### src/rtl/vmmul_sched.sv
// Round-robin command scheduler sharing one vmmul engine among NUM_REQ requesters.
// Optional engine watchdog: define VMMUL_SCHED_TIMEOUT_EN.
module vmmul_sched #(
    parameter int unsigned NUM_REQ     = 4,
    parameter int unsigned FIFO_DEPTH  = 4,
    parameter int unsigned ADDR_W      = 32,
    parameter int unsigned TIMEOUT_CYC = 255
) (
    input  logic                        clk,
    input  logic                        rst_n,
    input  logic [NUM_REQ-1:0]          req_valid,
    output logic [NUM_REQ-1:0]          req_ready,
    input  logic [NUM_REQ*ADDR_W-1:0]   req_a_addr,
    input  logic [NUM_REQ*ADDR_W-1:0]   req_b_addr,
    input  logic [NUM_REQ*ADDR_W-1:0]   req_r_addr,
    output logic [NUM_REQ-1:0]          rsp_valid,
    output logic                        rsp_err,
    output logic                        eng_enable,
    output logic                        eng_start,
    output logic [ADDR_W-1:0]           eng_a_addr,
    output logic [ADDR_W-1:0]           eng_b_addr,
    output logic [ADDR_W-1:0]           eng_r_addr,
    input  logic                        eng_done,
    output logic                        busy,
    output logic [$clog2(FIFO_DEPTH):0] q_count
);

    localparam int unsigned IDX_W = (NUM_REQ > 1) ? $clog2(NUM_REQ) : 1;
    localparam int unsigned PTR_W = $clog2(FIFO_DEPTH);
    localparam int unsigned CNT_W = PTR_W + 1;
    localparam int unsigned ENT_W = IDX_W + 3 * ADDR_W;

    if (NUM_REQ < 2 || NUM_REQ > 8 || FIFO_DEPTH < 2 || TIMEOUT_CYC < 1) begin : g_bad_param
        $error("vmmul_sched: unsupported parameter set");
    end

    typedef enum logic [2:0] {S_IDLE, S_ISSUE, S_WAIT, S_RESP, S_DRAIN} state_e;

    state_e              state_q, state_d;
    logic [IDX_W-1:0]    rr_ptr_q, rr_ptr_d;
    logic [PTR_W-1:0]    wr_ptr_q, wr_ptr_d, rd_ptr_q, rd_ptr_d;
    logic [CNT_W-1:0]    count_q, count_d;
    logic [IDX_W-1:0]    id_q, id_d;
    logic [ADDR_W-1:0]   a_q, a_d, b_q, b_d, r_q, r_d;
    logic                first_q, first_d;
    logic [ENT_W-1:0]    fifo_mem [FIFO_DEPTH];

    logic                full, push, pop;
    logic [IDX_W-1:0]    grant_idx;
    logic [IDX_W:0]      cand;
    logic [NUM_REQ-1:0]  grant;
    logic [IDX_W-1:0]    head_id;
    logic [ADDR_W-1:0]   head_a, head_b, head_r;

`ifdef VMMUL_SCHED_TIMEOUT_EN
    localparam int unsigned TO_W = $clog2(TIMEOUT_CYC + 1);
    logic [TO_W-1:0]     wcnt_q, wcnt_d;
    logic                err_q, err_d;
`endif

    assign full = (count_q == CNT_W'(FIFO_DEPTH));
    assign pop  = (state_q == S_IDLE) && (count_q != '0);
    assign {head_id, head_a, head_b, head_r} = fifo_mem[rd_ptr_q];

    // Round-robin search starting at rr_ptr, wrapping at NUM_REQ.
    always_comb begin
        push      = 1'b0;
        grant_idx = '0;
        grant     = '0;
        cand      = '0;
        if (!full) begin
            for (int k = 0; k < NUM_REQ; k++) begin
                cand = {1'b0, rr_ptr_q} + (IDX_W+1)'(k);
                if (cand >= (IDX_W+1)'(NUM_REQ)) cand = cand - (IDX_W+1)'(NUM_REQ);
                if (!push && req_valid[cand[IDX_W-1:0]]) begin
                    push      = 1'b1;
                    grant_idx = cand[IDX_W-1:0];
                end
            end
        end
        if (push) grant = NUM_REQ'(1) << grant_idx;
    end

    assign req_ready = grant;

    always_comb begin
        rr_ptr_d = rr_ptr_q;
        if (push) rr_ptr_d = (grant_idx == IDX_W'(NUM_REQ - 1)) ? '0 : grant_idx + IDX_W'(1);
        wr_ptr_d = wr_ptr_q + PTR_W'(push);
        rd_ptr_d = rd_ptr_q + PTR_W'(pop);
        count_d  = count_q + CNT_W'(push) - CNT_W'(pop);
    end

    // Queue storage needs no reset; occupancy is tracked by count_q.
    always_ff @(posedge clk) begin
        if (push) begin
            fifo_mem[wr_ptr_q] <= {grant_idx,
                                   req_a_addr[grant_idx*ADDR_W +: ADDR_W],
                                   req_b_addr[grant_idx*ADDR_W +: ADDR_W],
                                   req_r_addr[grant_idx*ADDR_W +: ADDR_W]};
        end
    end

    always_comb begin
        state_d    = state_q;
        id_d       = id_q;
        a_d        = a_q;
        b_d        = b_q;
        r_d        = r_q;
        first_d    = first_q;
        eng_start  = 1'b0;
        eng_enable = 1'b0;
`ifdef VMMUL_SCHED_TIMEOUT_EN
        wcnt_d     = wcnt_q;
        err_d      = err_q;
`endif
        unique case (state_q)
            S_IDLE: begin
                if (pop) begin
                    id_d    = head_id;
                    a_d     = head_a;
                    b_d     = head_b;
                    r_d     = head_r;
                    state_d = S_ISSUE;
                end
            end
            S_ISSUE: begin
                eng_start  = 1'b1;
                eng_enable = 1'b1;
                first_d    = 1'b1;
`ifdef VMMUL_SCHED_TIMEOUT_EN
                wcnt_d     = '0;
                err_d      = 1'b0;
`endif
                state_d    = S_WAIT;
            end
            S_WAIT: begin
                // First WAIT cycle ignores done so a stale level cannot complete us.
                eng_enable = 1'b1;
                first_d    = 1'b0;
`ifdef VMMUL_SCHED_TIMEOUT_EN
                wcnt_d     = wcnt_q + TO_W'(1);
`endif
                if (!first_q && eng_done) begin
                    state_d = S_RESP;
`ifdef VMMUL_SCHED_TIMEOUT_EN
                    err_d   = 1'b0;
                end else if (wcnt_q == TO_W'(TIMEOUT_CYC - 1)) begin
                    state_d = S_RESP;
                    err_d   = 1'b1;
`endif
                end
            end
            S_RESP:  state_d = S_DRAIN;
            S_DRAIN: if (!eng_done) state_d = S_IDLE;
            default: state_d = S_IDLE;
        endcase
    end

    always_ff @(posedge clk or negedge rst_n) begin
        if (!rst_n) begin
            state_q  <= S_IDLE;
            rr_ptr_q <= '0;
            wr_ptr_q <= '0;
            rd_ptr_q <= '0;
            count_q  <= '0;
            id_q     <= '0;
            a_q      <= '0;
            b_q      <= '0;
            r_q      <= '0;
            first_q  <= 1'b0;
`ifdef VMMUL_SCHED_TIMEOUT_EN
            wcnt_q   <= '0;
            err_q    <= 1'b0;
`endif
        end else begin
            state_q  <= state_d;
            rr_ptr_q <= rr_ptr_d;
            wr_ptr_q <= wr_ptr_d;
            rd_ptr_q <= rd_ptr_d;
            count_q  <= count_d;
            id_q     <= id_d;
            a_q      <= a_d;
            b_q      <= b_d;
            r_q      <= r_d;
            first_q  <= first_d;
`ifdef VMMUL_SCHED_TIMEOUT_EN
            wcnt_q   <= wcnt_d;
            err_q    <= err_d;
`endif
        end
    end

    assign rsp_valid  = (state_q == S_RESP) ? (NUM_REQ'(1) << id_q) : '0;
`ifdef VMMUL_SCHED_TIMEOUT_EN
    assign rsp_err    = (state_q == S_RESP) && err_q;
`else
    assign rsp_err    = 1'b0;
`endif
    assign eng_a_addr = a_q;
    assign eng_b_addr = b_q;
    assign eng_r_addr = r_q;
    assign busy       = (state_q != S_IDLE) || (count_q != '0);
    assign q_count    = count_q;

endmodule

### config.mk
export PLATFORM = sky130hd
export DESIGN_NAME = vmmul_sched
export DESIGN_NICKNAME = d
export VERILOG_FILES = /design/src/rtl/vmmul_sched.sv
export SDC_FILE = /design/constraint.sdc
export NUM_CORES = 1
export LEC_CHECK = 0
export BUFFER_PORTS_ARGS = -buffer_cell sky130_fd_sc_hd__buf_2
export CORE_MARGIN = 5
export CORE_UTILIZATION = 45
export DETAILED_ROUTE_END_ITERATION = 8
export GPL_TIMING_DRIVEN = 0
export PLACE_DENSITY = 0.75
export SLEW_MARGIN = 20
export SYNTH_ARGS = -nofsm -noshare
export SYNTH_HDL_FRONTEND = slang
export SYNTH_SLANG_ARGS = --single-unit
### constraint.sdc
create_clock -name clk -period 8.4 [get_ports clk]
set_clock_uncertainty 0.05 [all_clocks]
set_input_delay 0.42 -clock clk [delete_from_list [all_inputs] [get_ports clk]]
set_output_delay 0.42 -clock clk [all_outputs]
set_load 0.01 [all_outputs]
==> results.json, run 1 <==
{
  "synth_fp_nets": 1536,
  "yosysTopAreaCell": "edfxtp_1",
  "areaGrowthSynthToFinish_pct": 25.2,
  "clk_pin_slew_ps": 60,
  "nNetsFinal": 2123,
  "post_cts_resize_count": 0,
  "netlist_top_cells_area": "edfxtp_1, mux2i_1, dfrtp_1",
  "critPathKind": "reg2out",
  "clock.fmax_mhz": 290,
  "period_minus_slack_ps": 3440,
  "clkPwrFrac": 0.188,
  "grt_pass1_wl_mm": 82.8,
  "synthFlopType": "edfxtp_1",
  "cp.arrival_ps": 2970,
  "peakVddDrop_mv": 0.247,
  "io_pins": 502,
  "power.leakage_nw": 11.1,
  "cts_sinks": 503,
  "wl_per_cell_um": 23.2,
  "p_sw_frac": 0.340,
  "grt_pass1_vias": 13991,
  "rows": 80,
  "finalWorstSetupSlack_ps": 4960,
  "drc": 0,
  "yosysMostFrequentCell": "edfxtp_1",
  "synth.ff_latch_count": 503,
  "worst_pin_slew_ps": 856,
  "die_area_um2": 52900,
  "grt_max_degree": 59,
  "synth-async-reset-ratio": 0.221,
  "utilization": 0.570,
  "place_congestion": 0.807,
  "grt_usage": 0.206,
  "dr.pass1.iters": 5,
  "clk-insertion-delay-late_ps": 580,
  "gr-total-overflow": 0,
  "synthTopCellsByCount": "edfxtp_1, mux2i_1, dfrtp_1",
  "postCtsSetupRepairBufs": 0,
  "final.setup.tns_ps": 0,
  "cp-start-kind": "flip-flop",
  "viasPerCell": 5.34,
  "drt_iter0_markers": 815,
  "power_frac_comb": 0.424,
  "rsz0062_at_grt": "false",
  "worst-path-max-fanout": 15,
  "finalWirelength_mm": 55.2,
  "p_int_w": 0.00810,
  "end_kind": "primary output",
  "p_switching_w": 0.00417,
  "setup_viol": 0,
  "synth_area_um2": 21800,
  "clk_path_buf_depth": 3,
  "root_buffer": "clkbuf_16",
  "ant_nets": 0,
  "synth.yosys.seq_area_share": 0.668,
  "numCtsBuffers": 52,
  "synth_edf_count": 392,
  "io_buffers": 500,
  "max_slew_margin": 0.425,
  "drv_slew": 0,
  "drv_cap": 0,
  "start_util": 0.455,
  "dieHeight_um": 230,
  "hold-worst-slack_ps": 92.8,
  "yosysTopAreaCellShare": 0.540,
  "cts_tree": "done",
  "h-tree-depth": 2,
  "timing.final.crit_share": 0.410,
  "dp_hpwl_mm": 39.7,
  "syn_inst": 1136,
  "syn_area_per_cell_um2": 19.2,
  "status": "finished, final reports clean",
  "via_count": 12741,
  "cp_data_required_time_ps": 7930,
  "core_um2": 47800,
  "pwr-share-seq": 0.388,
  "drive_gt1_frac": 0.495,
  "hold_path_class": "in2reg",
  "ys.warnings.count": 0,
  "p_per_area_nw_per_um2": 449,
  "place_ws_ps": 4950,
  "die_w_um": 230,
  "hold_violations": 0,
  "grt_antenna_before_repair": 5,
  "yosysUniqueCellTypes": 45
}
[kinds of logic (layout without fill, tap and decap cells)]
group           Yosys count  after routing  share of synthesized area
simple gates             42             42                     0.0115
fa+ha+maj                 9              9                    0.00551
other cells               1              4                   0.000172
compound gates           14             14                    0.00477
buf+inv                  78            709                     0.0240
xor+xnor                  5              5                    0.00201
mux                     484            484                      0.284
flops                   503            503                      0.668
[metal layers]
metal / up-vias / wire length, µm / GRT usage
met4: 0 / 1480 / 0.0633
met1: 6513 / 21900 / 0.259
met3: 80 / 3270 / 0.0447
met2: 412 / 28600 / 0.359
met5: - / 0 / 0
li1: 5736 / - / -
[final cells by class]
cell class / count / area (µm²)
inverters: 9 / 33.8
clock inverters: 38 / 374
flip-flops and latches: 503 / 14500
diodes: 3 / 7.51
plain buffers: 69 / 489
well taps: 615 / 769
fillers: 3669 / 20600
clock buffers: 60 / 1360
repair buffers: 533 / 2960
multi-input cells: 555 / 6740
[cells in the final DEF, fill, tap and decap left out, types with 9 or more instances in the layout]
cell type,n
buf_2,524
buf_4,24
buf_6,21
clkbuf_1,15
clkbuf_16,53
clkinv_4,9
dfrtp_1,111
edfxtp_1,392
mux2_2,91
mux2i_1,288
mux4_2,98
[power by group through the flow]
stage	registers, W	logic [W]	clock network (W)
after floorplan	0.00493	0.00330	0
after global placement	0.00492	0.00488	0
after detailed placement	0.00480	0.00529	0
after CTS	0.00477	0.00532	0.00236
after global routing	0.00486	0.00560	0.00248
final	0.00475	0.00520	0.00231
[registers in the layout (all words and copies together) (netlist names), 3 cells and up]
name        count
eng_a_addr     32
state_q         3
fifo_mem      392
eng_b_addr     32
q_count         3
eng_r_addr     32
[path summary, 6_finish.rpt]
check                          startpoint             end  slack, ps  cells past startpoint
min in group asynchronous           rst_n   eng_r_addr[5]        310                      2
setup / recovery              rr_ptr_q[1]    req_ready[0]       4960                     11
hold reg to reg            eng_a_addr[13]  eng_a_addr[13]        430                      1
max in group asynchronous           rst_n  eng_b_addr[26]       7250                      3
setup reg to reg               q_count[1]      q_count[2]       4970                     11
hold / removal                   eng_done      state_q[2]         90                      3
[worst max-delay path, cell delays in order (launching register included)]
cell      delay, ps
dfrtp_1         370
buf_4           160
o22ai_1         160
nand2b_1         70
a222oi_1        350
buf_4           370
buf_12          220
buf_12          180
inv_2            50
ha_1            170
and2_1          130
buf_2           140
[through the flow]
stage / power (W) / area [µm²] / instances
detailed placement: 0.0101 / 25500 / 2283
global route: 0.0129 / 27300 / 2383
global placement: 0.00980 / 25100 / 2251
CTS: 0.0124 / 27300 / 2382
finish: 0.0123 / 27300 / 2385
floorplan: 0.00823 / 21800 / 1136
[what timing repair did]
item                                    in CTS  in global routing
hold buffers                                 1                  0
endpoints found under the hold margin       53                  0
endpoints found under the setup margin       0                  0
(Power assumes the default switching activity.)
==> run 2: changes to the inputs <==
--- a/config.mk
+++ b/config.mk
@@ -5,12 +5,13 @@
 export SDC_FILE = /design/constraint.sdc
 export NUM_CORES = 1
 export LEC_CHECK = 0
+export ABC_AREA = 1
 export BUFFER_PORTS_ARGS = -buffer_cell sky130_fd_sc_hd__buf_2
 export CORE_MARGIN = 5
 export CORE_UTILIZATION = 45
 export DETAILED_ROUTE_END_ITERATION = 8
 export GPL_TIMING_DRIVEN = 0
-export PLACE_DENSITY = 0.75
+export PLACE_DENSITY = 0.74
 export SLEW_MARGIN = 20
 export SYNTH_ARGS = -nofsm -noshare
 export SYNTH_HDL_FRONTEND = slang
==> constraint.sdc (replaced) <==
create_clock -name clk -period 3 [get_ports clk]
set_clock_uncertainty 0.05 [all_clocks]
set_input_delay 0.15 -clock clk [delete_from_list [all_inputs] [get_ports clk]]
set_output_delay 0.15 -clock clk [all_outputs]
set_load 0.01 [all_outputs]
==> run 2 against run 1 <==
Sequential cell count stayed put. Via count is 77% higher. Sequential share of layout area is 7.1 points lower. Synthesized area is 11% higher. Critical path depth is 4 lower. Count of clock-buffer cells in the layout is 8 higher. Design area is 15% higher. Non-clock buffer count is 270 higher. Setup slack worse by 4900 ps. Hold slack worse by 80 ps. Synthesized cell count is 130% higher. Routed wire length is 59% higher.
==> results.json, run 2 <==
{
  "drt_iter0_markers": 2126,
  "layout.cells.non_filler": 4139,
  "placed_area_um2": 28200,
  "dr.pass1.iters": 6,
  "clk-insertion-delay-late_ps": 590,
  "synth_area_um2": 24200,
  "cp.arrival_ps": 3210,
  "io_buffers": 500,
  "synthTopCellsByCount": "nor2_1, inv_1, edfxtp_1",
  "synthSimpleGateAreaFrac": 0.225,
  "syn_inst": 2666,
  "r2r-start": "q_count[1]",
  "cp_data_required_time_ps": 3250,
  "grt_pass1_wl_mm": 129,
  "synth_compound_area_frac": 0.0681,
  "critPathKind": "reg2reg",
  "cp_num_buf_inv": 2,
  "worst-path-max-fanout": 10,
  "synth-async-reset-ratio": 0.221,
  "largest_register": "fifo_mem",
  "wl_per_cell_um": 21.2,
  "dieHeight_um": 242,
  "clock.fmax_mhz": 339,
  "end_kind": "flip-flop",
  "ant_nets": 0,
  "yosysUniqueCellTypes": 32,
  "final_cell_mix": "buf_2, nor2_1, inv_1",
  "start_util": 0.452,
  "clk_pin_slew_ps": 60,
  "timing.final.crit_share": 0.984,
  "yosysTopAreaCell": "edfxtp_1",
  "mostFrequentLayoutCell": "buf_2",
  "cpMaxStageDelayCell": "dfrtp_1",
  "grt_antenna_before_repair": 3,
  "h-tree-depth": 2,
  "numCtsBuffers": 50,
  "rows": 85,
  "grt_pass1_vias": 21507,
  "synth.yosys.seq_area_share": 0.601,
  "cp_top_family": "simple AND/OR/NAND/NOR gates",
  "fill_cells": 4528,
  "regArea_um2": 14600,
  "core_um2": 53600,
  "grt_usage": 0.286,
  "path_cells": "nor2_1 > nand2_1 > clkbuf_8 > clkbuf_1 > nand4_1 > nand3_1 > nand2_1",
  "die_w_um": 242,
  "finalWirelength_mm": 87.9,
  "io_pins": 502,
  "rsz0062_at_grt": "true",
  "worstRegToRegCells": 7,
  "numPlacedInstances": 3895,
  "crit_end": "fifo_mem[0][35]",
  "root_buffer": "clkbuf_16",
  "utilization": 0.587,
  "synthXorXnorAreaFrac": 0.00145,
  "startpoint": "q_count[1]",
  "drive_gt1_frac": 0.219,
  "critPathMaxStageDelay_ps": 460,
  "multi_input_area_um2": 7390,
  "status": "finished, final reports clean",
  "drc": 0,
  "worst-path-stages": 7,
  "cts_tree": "done",
  "synth.ff_latch_count": 503,
  "final.setup.tns_ps": 0,
  "synth_fp_nets": 3066,
  "final_area_um2": 31500,
  "grt_max_degree": 57,
  "period_minus_slack_ps": 2950,
  "synth_edf_count": 392,
  "die_area_um2": 58600,
  "worst_pin_slew_ps": 1020,
  "setup_viol": 0,
  "cts_sinks": 503,
  "r2r_setup_slack_ps": 50,
  "r2r_end": "fifo_mem[0][35]",
  "viasPerCell": 5.44,
  "largest_reg_flops": 392,
  "max_slew_margin": 0.319,
  "syn_area_per_cell_um2": 9.08,
  "nNetsFinal": 3799,
  "areaGrowthSynthToFinish_pct": 29.9,
  "drv_slew": 0,
  "via_count": 22522,
  "dp_hpwl_mm": 61.6,
  "synth_top_family_by_area": "simple AND/OR/NAND/NOR gates",
  "hold_path_class": "in2reg",
  "clk_path_buf_depth": 3,
  "hold_violations": 0,
  "cp-start-kind": "flip-flop",
  "muxShareOfSynthArea": 0,
  "yosysTopAreaCellShare": 0.486,
  "synthFlopType": "edfxtp_1",
  "yosysMostFrequentCell": "nor2_1",
  "place_congestion": 0.938,
  "crit_path_frequent_cell": "nand2_1",
  "synth_fa_ha_area_frac": 0.00496,
  "ys.warnings.count": 0,
  "netlist_top_cells_area": "edfxtp_1, dfrtp_1, nor2_1",
  "drv_cap": 0,
  "gr-total-overflow": 0
}
[run 2: layout make-up]
class,count,area share
Inverter,415,0.0500
Sequential cell,503,0.463
Clock buffer,68,0.0455
Buffer,189,0.0297
Multi-Input combinational cell,1557,0.235
Tap cell,696,0.0277
Clock inverter,25,0.00589
Timing Repair Buffer,683,0.143
Antenna cell,3,0.000239
[run 2: worst min-delay path by stage]
stage / depth (start not counted) / to / startpoint
6_report: 5 / fifo_mem[0][19] / req_r_addr[19]
5_1_grt: 5 / fifo_mem[3][31] / req_r_addr[127]
4_1_cts: 5 / fifo_mem[0][31] / req_r_addr[127]
3_5_place_dp: 1 / eng_a_addr[29] / rst_n
3_3_place_gp: 3 / state_q[2] / eng_done
2_1_floorplan: 0 / eng_a_addr[0] / rst_n
[run 2: repair_timing]
item                                    in CTS  in global routing
hold endpoints to repair                   365                  0
hold buffers                               127                  0
buffers inserted                            14                  8
pin swaps                                   10                 13
cloned                                       0                  1
gates resized for setup                     33                 29
endpoints found under the setup margin     293                 78
[run 2: kinds of logic (layout without fill, tap and decap cells)]
group,count (synthesis),count (layout)
xor gates and xnor gates,4,4
AOI/OAI and AO/OA,304,304
adders and majority gates,9,9
and+or+nand+nor,1239,1239
DFF,503,503
other,1,4
buffers and inverters,606,1380
[run 2: layer usage]
metal | track usage | vias up | wire length (µm)
li1 | - | 10360 | -
met1 | 0.369 | 10537 | 33600
met2 | 0.470 | 1370 | 41100
met3 | 0.0613 | 255 | 8670
met4 | 0.125 | 0 | 4520
met5 | 0 | - | 0
[run 2: worst reg2reg max path, stage by stage (launching register included)]
cell and delay [ps]:
dfrtp_1 460, nor2_1 70, nand2_1 460, clkbuf_8 430
clkbuf_1 380, nand4_1 450, nand3_1 240, nand2_1 130
[run 2: stage by stage]
| step | hold WS, ps | worst slack [ps] |
|---|---|---|
| floorplan | -196 | -962 |
| global placement | 387 | -2950 |
| detailed placement | 69.7 | -910 |
| CTS | 0.190 | 16.2 |
| global route | 24.7 | -40.3 |
| finish | 13.3 | 47.8 |
Power of run 2 is not shown: default switching activity piles up to over one toggle a cycle in this logic, so the estimate is an artifact.
